==> config.mk <==
export PLATFORM = sky130hd
export DESIGN_NAME = servo_pwm_dual
export DESIGN_NICKNAME = d
export VERILOG_FILES = /design/src/rtl/servo_pwm_dual.sv
export SDC_FILE = /design/constraint.sdc
export NUM_CORES = 1
export LEC_CHECK = 0
export ABC_AREA = 1
export CORE_MARGIN = 2
export CORE_UTILIZATION = 45
export DETAILED_ROUTE_END_ITERATION = 7
export PLACE_DENSITY = 0.7
export SETUP_SLACK_MARGIN = 0.3
export SLEW_MARGIN = 20
export SYNTH_ARGS = -nofsm -noshare
export SYNTH_HDL_FRONTEND = slang
export SYNTH_SLANG_ARGS = --single-unit
==> constraint.sdc <==
create_clock -name clk -period 2.15 [get_ports clk]
set_clock_uncertainty 0.2 [all_clocks]
set_input_delay 0.43 -clock clk [delete_from_list [all_inputs] [get_ports clk]]
set_output_delay 0.43 -clock clk [all_outputs]
set_load 0.005 [all_outputs]
==> src/rtl/servo_pwm_dual.sv <==
// Two-axis frame-synchronous servo PWM generator with per-axis clamp and optional slew limiting.
// Optional feature: define SERVO_SLEW_EN to enable rv2/rh2 per-frame step limiting.
module servo_pwm_dual #(
  parameter int unsigned TICK_DIV = 50,
  parameter int unsigned FRAME_US = 20000,
  parameter int unsigned PW_MIN   = 500,
  parameter int unsigned PW_MAX   = 2500,
  parameter int unsigned PARK     = 1500
) (
  input  logic        clk,
  input  logic        rst,
  input  logic [1:0]  ss,
  input  logic [15:0] rv1,
  input  logic [15:0] rv2,
  input  logic [15:0] rh1,
  input  logic [15:0] rh2,
  output logic        pwm_theta,
  output logic        pwm_phi,
  output logic [1:0]  busy,
  output logic        frame_tick
);

  localparam int unsigned PscW = (TICK_DIV > 1) ? $clog2(TICK_DIV) : 1;
  localparam int unsigned FrmW = (FRAME_US > 1) ? $clog2(FRAME_US) : 1;
  localparam logic [PscW-1:0] PscLast = PscW'(TICK_DIV - 1);
  localparam logic [FrmW-1:0] FrmLast = FrmW'(FRAME_US - 1);
  localparam logic [15:0] PwMin = 16'(PW_MIN);
  localparam logic [15:0] PwMax = 16'(PW_MAX);
  localparam logic [15:0] Park  = 16'(PARK);

`ifdef SERVO_SLEW_EN
  typedef enum logic [1:0] {StIdle, StMove, StHold} axis_state_e;
`else
  typedef enum logic [1:0] {StIdle, StHold} axis_state_e;
`endif

  logic [PscW-1:0] psc_q, psc_d;
  logic [FrmW-1:0] frm_q, frm_d;
  logic            tick, boundary;
  logic [15:0]     frm_ext;

  logic [15:0]     tgt_raw [2];
  logic [15:0]     tgt     [2];
  logic [15:0]     cur_q   [2];
  logic [15:0]     cur_d   [2];
  logic [1:0]      en_q, en_d;
  logic [1:0]      pwm_q, pwm_d;
  logic            frame_tick_q;
  axis_state_e     state_q [2];
  axis_state_e     state_d [2];

`ifdef SERVO_SLEW_EN
  logic [15:0]     step    [2];
  logic [16:0]     diff    [2];
`endif

  always_comb begin
    tick     = (psc_q == PscLast);
    psc_d    = tick ? '0 : psc_q + PscW'(1);
    boundary = tick && (frm_q == FrmLast);
    frm_d    = frm_q;
    if (tick) begin
      frm_d = (frm_q == FrmLast) ? '0 : frm_q + FrmW'(1);
    end
    frm_ext  = 16'(frm_q);
  end

  // Register inputs are only consumed at the frame boundary, so mid-frame writes never glitch.
  always_comb begin
    tgt_raw[0] = rv1;
    tgt_raw[1] = rh1;
`ifdef SERVO_SLEW_EN
    step[0]    = rv2;
    step[1]    = rh2;
`endif
    for (int a = 0; a < 2; a++) begin
      tgt[a]     = (tgt_raw[a] < PwMin) ? PwMin :
                   (tgt_raw[a] > PwMax) ? PwMax : tgt_raw[a];
      en_d[a]    = en_q[a];
      cur_d[a]   = cur_q[a];
      state_d[a] = state_q[a];
`ifdef SERVO_SLEW_EN
      diff[a]    = (tgt[a] >= cur_q[a]) ? {1'b0, tgt[a]} - {1'b0, cur_q[a]}
                                        : {1'b0, cur_q[a]} - {1'b0, tgt[a]};
`endif
      if (boundary) begin
        en_d[a] = ss[a];
        if (ss[a]) begin
`ifdef SERVO_SLEW_EN
          if ((step[a] == 16'd0) || (diff[a] <= {1'b0, step[a]})) begin
            cur_d[a] = tgt[a];
          end else if (tgt[a] > cur_q[a]) begin
            cur_d[a] = cur_q[a] + step[a];
          end else begin
            cur_d[a] = cur_q[a] - step[a];
          end
`else
          cur_d[a] = tgt[a];
`endif
        end
`ifdef SERVO_SLEW_EN
        state_d[a] = !ss[a] ? StIdle : ((cur_d[a] == tgt[a]) ? StHold : StMove);
`else
        state_d[a] = ss[a] ? StHold : StIdle;
`endif
      end
      pwm_d[a] = en_q[a] && (frm_ext < cur_q[a]);
    end
  end

  always_ff @(posedge clk or negedge rst) begin
    if (!rst) begin
      psc_q        <= '0;
      frm_q        <= '0;
      en_q         <= '0;
      pwm_q        <= '0;
      frame_tick_q <= 1'b0;
      for (int a = 0; a < 2; a++) begin
        cur_q[a]   <= Park;
        state_q[a] <= StIdle;
      end
    end else begin
      psc_q        <= psc_d;
      frm_q        <= frm_d;
      en_q         <= en_d;
      pwm_q        <= pwm_d;
      frame_tick_q <= boundary;
      for (int a = 0; a < 2; a++) begin
        cur_q[a]   <= cur_d[a];
        state_q[a] <= state_d[a];
      end
    end
  end

`ifdef SERVO_SLEW_EN
  always_comb begin
    busy = 2'b00;
    for (int a = 0; a < 2; a++) begin
      busy[a] = (state_q[a] == StMove);
    end
  end
`else
  // Step inputs have no function without slew limiting.
  logic unused_step;
  assign unused_step = ^{rv2, rh2};
  assign busy        = 2'b00;
`endif

  assign pwm_theta  = pwm_q[0];
  assign pwm_phi    = pwm_q[1];
  assign frame_tick = frame_tick_q;

endmodule

# After elaboration in Yosys (flattened, before gate mapping)
# Index checks and enable logic that the tools add are counted.
[totals]
regBits = 58
in_bits = 68
out_inout_bits = 5
word_cells = 28
[classes]
add_sub_neg = 2
order_cmp = 6
n_eq_ne = 2
mux = 6
n_reduce_logical = 5
[op_table]
columns = ["op", "n"]
rows = [
  ["16-bit two-way mux", 4],
  ["16-bit by 12-bit greater-than comparator with 1-bit output (second input constant)", 2],
  ["15-bit by 16-bit < comparator with 1-bit output", 2],
  ["16-bit by 9-bit < comparator with 1-bit output (second input constant)", 2],
  ["15-bit by 1-bit adder with 15-bit output (second input constant)", 1],
  ["15-bit equality test (second input constant)", 1],
  ["15-bit two-way mux", 1],
  ["6-bit by 1-bit adder with 6-bit output (second input constant)", 1],
  ["6-bit equality test (second input constant)", 1],
  ["6-bit two-way mux", 1],
  ["2-bit AND reduction", 2],
  ["1-bit logical AND", 3],
]

# Depth between registers and ports, before layout
# Gate-level depths: netlist of the first run.
[depth]
word_depth = 3
depth_mapped = 10
mapped_depth_nobuf = 10

# Worst setup path before layout of the first run
# No wires, ideal clock.
[synth_timing]
kind = "register -> register"
from = "register frm_q[1]"
to = "register frm_q[6]"
arrival_ns = 1.284
slack_ns = 0.545
path_stages_with_launch = 9
path_cell_list = "dfrtp_1 -> ha_1 -> nand2_1 -> nor2_2 -> nand3_2 -> nor2_4 -> nand2_1 -> inv_2 -> nor3b_2"
[synth_via]
elab_chain_len = 2
[synth_lines]
columns = ["item", "line_no", "source"]
rows = [
  ["start, declared", "38", "logic [FrmW-1:0] frm_q, frm_d;"],
  ["start signal, assigned", "124", "frm_q <= frm_d;"],
  ["15-bit by 1-bit adder with 15-bit output or 15-bit equality test (tied branches)", "63", "frm_d = (frm_q == FrmLast) ? '0 : frm_q + FrmW'(1);"],
  ["15-bit two-way mux (*)", "63", ""],
]
# Every way passes the cells marked *; elsewhere a longest branch is shown, timed or not.
# A chain may end at the register's enable or synchronous reset.

# Worst setup path after layout of the first run
[layout_timing]
from = "register frm_q[1]"
to = "register cur_q[16] in the netlist's numbering"
[layout_via]
elab_chain_len = 3
[layout_lines]
columns = ["item", "line_no", "source"]
rows = [
  ["15-bit equality test", "60", "boundary = tick && (frm_q == FrmLast);"],
  ["1-bit logical AND", "60", ""],
  ["2-bit AND reduction (no line)", "-", ""],
  ["end signal, assigned by index", "119", "cur_q[a] <= Park;"],
  ["end signal, assigned by index", "129", "cur_q[a] <= cur_d[a];"],
  ["end, declared", "44", "logic [15:0] cur_q [2];"],
]
# Every way passes these cells.

==> flow_metrics.py, run 1 <==
metrics = {
    "drt": {
        "firstDrtPassIters": 4,
        "wl_per_cell_um": 11.9,
        "vias_per_cell": 4.88,
        "vias": 3337,
        "drtAntennaViolNets": 0,
        "routed_wl_um": 8160,
        "route.detailed.drc": 0,
        "drt_first_iter_violations": 146,
    },
    "floorplanning": {
        "start_util_pct": 46.2,
        "die_x_um": 95.7,
        "ios": 73,
        "core_mm2": 0.00818,
        "die_h_um": 95.7,
        "dieArea_mm2": 0.00915,
        "row_count": 33,
    },
    "placement": {
        "place_ws_ps": -4.86,
        "dp_hpwl_um": 6010,
        "port_buffers": 38,
        "place.gp.congestion": 0.815,
    },
    "finish": {
        "syn2layout_area_growth_pct": 24.6,
        "final_cell_mix": "nand2_1, inv_1, nor2_1",
        "nets": 673,
        "fillers": 758,
        "multi_input_area_mm2": 0.00208,
        "final_common_cell": "nand2_1",
        "register_area_mm2": 0.00148,
        "layout-drive-gt1-share_pct": 15.2,
        "antenna_cells": 0,
    },
    "power": {
        "p_switching_uw": 500,
        "internal_power_uw": 1820,
        "max-vdd-ir-drop_mv": 0.391,
        "combPwrFrac_pct": 6.0,
        "p_sw_share_pct": 21.6,
        "seq_power_share_pct": 47.1,
        "leakagePower_uw": 0.00230,
        "power_uw": 2320,
        "cellPowerDensity_mw_per_mm2": 492,
        "pwr-share-clk_pct": 46.9,
    },
    "clock_tree": {
        "cts_made_buffers": 9,
        "clock_latency_ps": 350,
        "root_buffer": "clkbuf_8",
        "cts_tree": "done",
        "clkSinkCount": 58,
        "clkSlewWorstSetupHoldPaths_ps": 60,
        "cts_max_path_buffers": 2,
        "htree_levels": 3,
    },
    "logic_synthesis": {
        "ys_ff_latch": 58,
        "synth.avg_cell_area_um2": 7.40,
        "synth_enable_flop_cells": 0,
        "synth_cells": 511,
        "ys_types": 34,
        "synth_top_flop_cell": "dfrtp_1",
        "async_reset_ff_share_pct": 100,
        "seq_area_frac_synth_pct": 38.9,
        "yosys_warnings": 0,
        "synth_area_mm2": 0.00378,
    },
    "timing": {
        "fin_ws_ps": 330,
        "finalCritPeriodShare_pct": 84.7,
        "final_max_slew_viol_count": 0,
        "fmax_mhz": 549,
        "rsz0062_at_grt": "yes",
        "hold_violations": 0,
        "setup-violations-final": 0,
        "fin_crit_ps": 1820,
    },
    "grt": {
        "grt_max_degree": 59,
        "antenna_found_initial": 0,
        "grt_pass1_vias": 3289,
        "overflow": 0,
        "grt_pass1_wl_um": 13700,
        "track_usage_pct": 19.2,
    },
    "worst_setup_path": {
        "critPathLaunchType": "flop",
        "crit_path_end_kind": "flop",
        "worst_ep_arrival_time_ps": 1900,
        "cp_max_fo": 5,
        "critPathKind": "flop to flop",
        "critPathRequiredTime_ps": 2230,
    },
    "job": {
        "drv_cap": 0,
    },
    "hold_path": {
        "min_path_type": "flop to flop",
    },
    "run_status": {
        "status": "finished, final reports clean",
    },
}
per-stage QoR:
step / setup TNS, ps / hold slack [ps] / instances / cell area, um^2 / utilization [%]
2_1_floorplan: 0 / -65.6 / 512 / 3780 / -
3_3_place_gp: 0 / 258 / 655 / 4290 / 52.5
3_5_place_dp: -4.86 / 258 / 655 / 4290 / 52.5
4_1_cts: 0 / 270 / 676 / 4580 / 56.0
5_1_grt: 0 / 281 / 684 / 4710 / 57.6
6_report: 0 / 268 / 684 / 4710 / 57.6
worst paths after layout:
path | from | to | slack, ps | depth (start not counted)
max in group asynchronous | rst | cur_q[7]$_DFFE_PN1P_ | 1010 | 3
hold reg to reg | cur_q[6]$_DFFE_PN1P_ | cur_q[6]$_DFFE_PN1P_ | 270 | 2
hold / removal | cur_q[6]$_DFFE_PN1P_ | cur_q[6]$_DFFE_PN1P_ | 270 | 2
setup reg to reg | frm_q[1]$_DFFE_PN0N_ | cur_q[16]$_DFFE_PN0P_ | 330 | 9
setup / recovery | frm_q[1]$_DFFE_PN0N_ | cur_q[16]$_DFFE_PN0P_ | 330 | 9
min in group asynchronous | rst | pwm_q[1]$_DFF_PN0_ | 400 | 3
routing by layer:
metal / wire, um / track usage [%] / vias up
met5: 0 / 0 / -
met4: 82 / 5.71 / 0
met2: 4090 / 33.6 / 37
li1: - / - / 1744
met1: 3660 / 23.4 / 1546
met3: 336 / 4.66 / 10
repair_timing:
action	CTS	global route
hold buffers	1	0
setup endpoints to repair	23	40
gates resized for setup	4	23
pin swaps	1	10
gates cloned	0	2
setup buffers	4	6
hold endpoints to repair	44	0
synth_stat cells (5+ instances only):
cell type | count | area share (%)
nor2_4 | 5 | 1.5
nand4_1 | 8 | 1.3
inv_1 | 74 | 7.3
dfrtp_1 | 44 | 29
a21boi_0 | 6 | 1.2
dfstp_2 | 14 | 9.7
nor2_1 | 70 | 7.0
ha_1 | 31 | 10
nand3b_1 | 5 | 0.99
o21ai_0 | 12 | 1.6
a21oi_1 | 22 | 2.9
nand2_1 | 158 | 16
nand3_1 | 26 | 3.4
logic make-up (layout without fill, tap and decap cells):
| logic type | count (synthesis) | count (layout) | synth area share [%] |
|---|---|---|---|
| other | 1 | 2 | 0.0992 |
| and+or+nand+nor | 294 | 296 | 35.0 |
| adders and majority gates | 31 | 31 | 10.3 |
| AOI/OAI and AO/OA | 42 | 42 | 6.02 |
| DFF | 58 | 58 | 38.9 |
| xor gates and xnor gates | 4 | 4 | 0.927 |
| buffers and inverters | 81 | 146 | 8.80 |
power groups by stage:
stage          clock network [uW]  registers, uW  logic (uW)
2_1_floorplan                   0           1110        33.9
3_3_place_gp                    0           1110         134
3_5_place_dp                    0           1110         137
4_1_cts                      1110           1090         139
5_1_grt                      1160           1090         155
6_report                     1090           1090         139
cell type report:
type,count,area share (%)
Clock buffer,11,2.79
Clock inverter,5,1.67
Tap cell,105,2.79
Multi-Input combinational cell,375,44.2
Timing Repair Buffer,53,11.0
Inverter,77,6.19
Sequential cell,58,31.4
critical path, cell delays in order, from the launching register on:
cell	delay, ps
dfrtp_2	410
ha_4	150
nand2_2	60
nor2_4	120
nand3_2	90
nor2_4	260
nand3_4	180
nor2_4	150
nand2_1	60
nand2_1	60
flip-flops by register name (all words and copies together), names as in the netlist:
signal      flops
en_q            2
frm_q          15
psc_q           6
pwm_q           2
frame_tick      1
cur_q          32
No activity file was read; power rests on OpenSTA's default activity.
==> inputs of run 2 (changes only) <==
Clock period 2.15 ns to 1.7 ns, I/O delays scaled along.
==> run 2 against run 1 <==
- critical path depth unchanged
- the flow now finishes with violations (negative setup slack)
- critical endpoint is now frm_q[9]$_DFFE_PN0N_
- global-route usage increased by 4.1 points
- sequential share of layout area decreased by 6.2 points
- cell count increased by 11%
- hold slack got worse by 0.57 ps
- power increased by 44%
- clock-buffer cell count unchanged
- combinational power increased by 49%
- cell area increased by 24%
- sequential cell count unchanged
- wire length increased by 33%
- non-clock buffer count increased by 72
- largest cell class unchanged
==> flow_metrics.py, run 2 (synthesis results as in run 1) <==
metrics = {
    "run_status": {
        "status": "finished, violations left",
        "violations": "negative setup slack",
    },
    "worst_setup_path": {
        "crit_chain": "inv_2 > ha_4 > nand2_4 > nor2_4 > buf_12 > buf_8 > nand4_1 > nor2_2 > nor3b_2",
        "worst_ep_arrival_time_ps": 1830,
        "crit_path_end_kind": "flop",
        "critPathRequiredTime_ps": 1730,
        "cp_slowest_stage_delay_ps": 390,
        "crit_path_top_delay_cell": "dfrtp_1",
        "crit_buf_inv": 3,
        "critPathLaunchType": "flop",
        "cp_max_fo": 5,
        "critPathKind": "flop to flop",
        "crit_family": "simple AND/OR/NAND/NOR gates",
    },
    "drt": {
        "top_layer": "met4",
        "wl_per_cell_um": 14.3,
        "wl_met2_um": 5740,
        "routed-wl-met3_um": 381,
        "drt-met1-wl_um": 4370,
        "route.detailed.drc": 0,
        "vias_per_cell": 5.04,
        "drt_first_iter_violations": 214,
        "drtAntennaViolNets": 0,
        "routed_wl_um": 10800,
        "firstDrtPassIters": 4,
        "vias": 3823,
    },
    "grt": {
        "track_usage_pct": 23.3,
        "overflow": 0,
        "grt_pass1_vias": 3706,
        "grt_pass1_wl_um": 16300,
        "antenna_found_initial": 0,
        "grt_max_degree": 59,
    },
    "finish": {
        "antenna_cells": 0,
        "fillers": 599,
        "multi_input_area_mm2": 0.00249,
        "layout-drive-gt1-share_pct": 35.8,
        "syn2layout_area_growth_pct": 55.1,
        "layout.cells.non_filler": 758,
        "reg_top3": "cur_q: 32 flops, frm_q: 15 flops, psc_q: 6 flops",
        "post-route-cell-area_mm2": 0.00586,
        "final_common_cell": "nand2_1",
        "register_area_mm2": 0.00148,
        "post-route-util_pct": 71.7,
        "final_cell_mix": "nand2_1, inv_1, nor2_1",
        "largest_reg_flops": 32,
        "max_flop_register": "cur_q",
        "nets": 747,
    },
    "timing": {
        "hold_violations": 0,
        "fin_ws_ps": -96.6,
        "fmax_mhz": 557,
        "final_max_slew_viol_count": 0,
        "rsz0062_at_grt": "yes",
        "setup-violations-final": 40,
        "fin_crit_ps": 1800,
        "finalCritPeriodShare_pct": 106,
        "whs_ps": 267,
    },
    "clock_tree": {
        "cts_made_buffers": 9,
        "root_buffer": "clkbuf_8",
        "htree_levels": 3,
        "cts_tree": "done",
        "clock_latency_ps": 340,
        "cts_max_path_buffers": 2,
        "clkSlewWorstSetupHoldPaths_ps": 70,
        "clkSinkCount": 58,
    },
    "power": {
        "max-vdd-ir-drop_mv": 0.474,
        "leakagePower_uw": 0.00283,
        "cellPowerDensity_mw_per_mm2": 568,
    },
    "placement": {
        "port_buffers": 38,
        "dpl.cell_count": 702,
        "place_area_mm2": 0.00474,
        "dp_hpwl_um": 6410,
        "place_ws_ps": -326,
        "place.gp.congestion": 0.843,
    },
    "floorplanning": {
        "dieArea_mm2": 0.00915,
        "die_h_um": 95.7,
        "row_count": 33,
        "die_x_um": 95.7,
        "ios": 73,
        "core_mm2": 0.00818,
        "start_util_pct": 46.2,
    },
    "hold_path": {
        "min_path_type": "flop to flop",
    },
    "job": {
        "drv_cap": 0,
    },
}
run 2: cell count changes in the layout (fill, tap and decap cells not counted), sizes merged:
| cell | delta |
|---|---|
| clkdlybuf4s50 | -3 |
| bufinv | +2 |
| buf | +74 |
| clkinv | -2 |
| nand4 | +2 |
| clkbuf | +1 |
run 2: tightest hold or removal path: stages (launching register included):
cell and delay (ps):
dfstp_2 370, nand2_1 60, nand2_2 40
run 2: timing repair:
action | 4_1_cts | 5_1_grt
setup endpoints to repair | 59 | 58
hold endpoints to repair | 44 | 0
pin swaps | 34 | 37
hold buffers | 1 | 0
buffers inserted | 21 | 13
gates resized for setup | 91 | 57
cloned | 3 | 2
run 2: worst paths after layout:
path | depth (start not counted) | from | endpoint | slack, ps
setup reg to reg | 9 | psc_q[1]$_DFF_PN0_ | frm_q[9]$_DFFE_PN0N_ | -100
hold reg to reg | 2 | cur_q[20]$_DFFE_PN1P_ | cur_q[20]$_DFFE_PN1P_ | 270
setup / recovery | 9 | psc_q[1]$_DFF_PN0_ | frm_q[9]$_DFFE_PN0N_ | -100
max in group asynchronous | 3 | rst | cur_q[19]$_DFFE_PN1P_ | 660
min in group asynchronous | 3 | rst | cur_q[30]$_DFFE_PN0P_ | 320
hold / removal | 2 | cur_q[20]$_DFFE_PN1P_ | cur_q[20]$_DFFE_PN1P_ | 270
run 2: through the flow:
step | TNS, ps | total power [uW]
floorplan | 0 | 1450
global placement | -5490 | 1600
detailed placement | -6660 | 1610
CTS | -210 | 3340
global route | -5710 | 3440
finish | -2240 | 3330
run 2: metal layers:
| metal | GRT usage [%] | vias to the layer above |
|---|---|---|
| li1 | - | 1898 |
| met1 | 26.9 | 1815 |
| met2 | 41.9 | 80 |
| met3 | 4.27 | 30 |
| met4 | 10.5 | 0 |
| met5 | 0 | - |
run 2: layout make-up:
class	instances	share of cell area, %
clock buffers	11	2.41
repair buffers	125	20.4
clock inverters	5	2.13
multi-input cells	377	42.5
well taps	105	2.24
flip-flops and latches	58	25.2
inverters	77	5.23
run 2: where the power goes:
part           internal (uW)  switching (uW)  total (uW)  leakage (uW)
clock                   1160             581        1740      0.000134
sequential              1380               0        1380      0.000675
combinational            116            91.5         207       0.00203
total                   2660             672        3330       0.00283
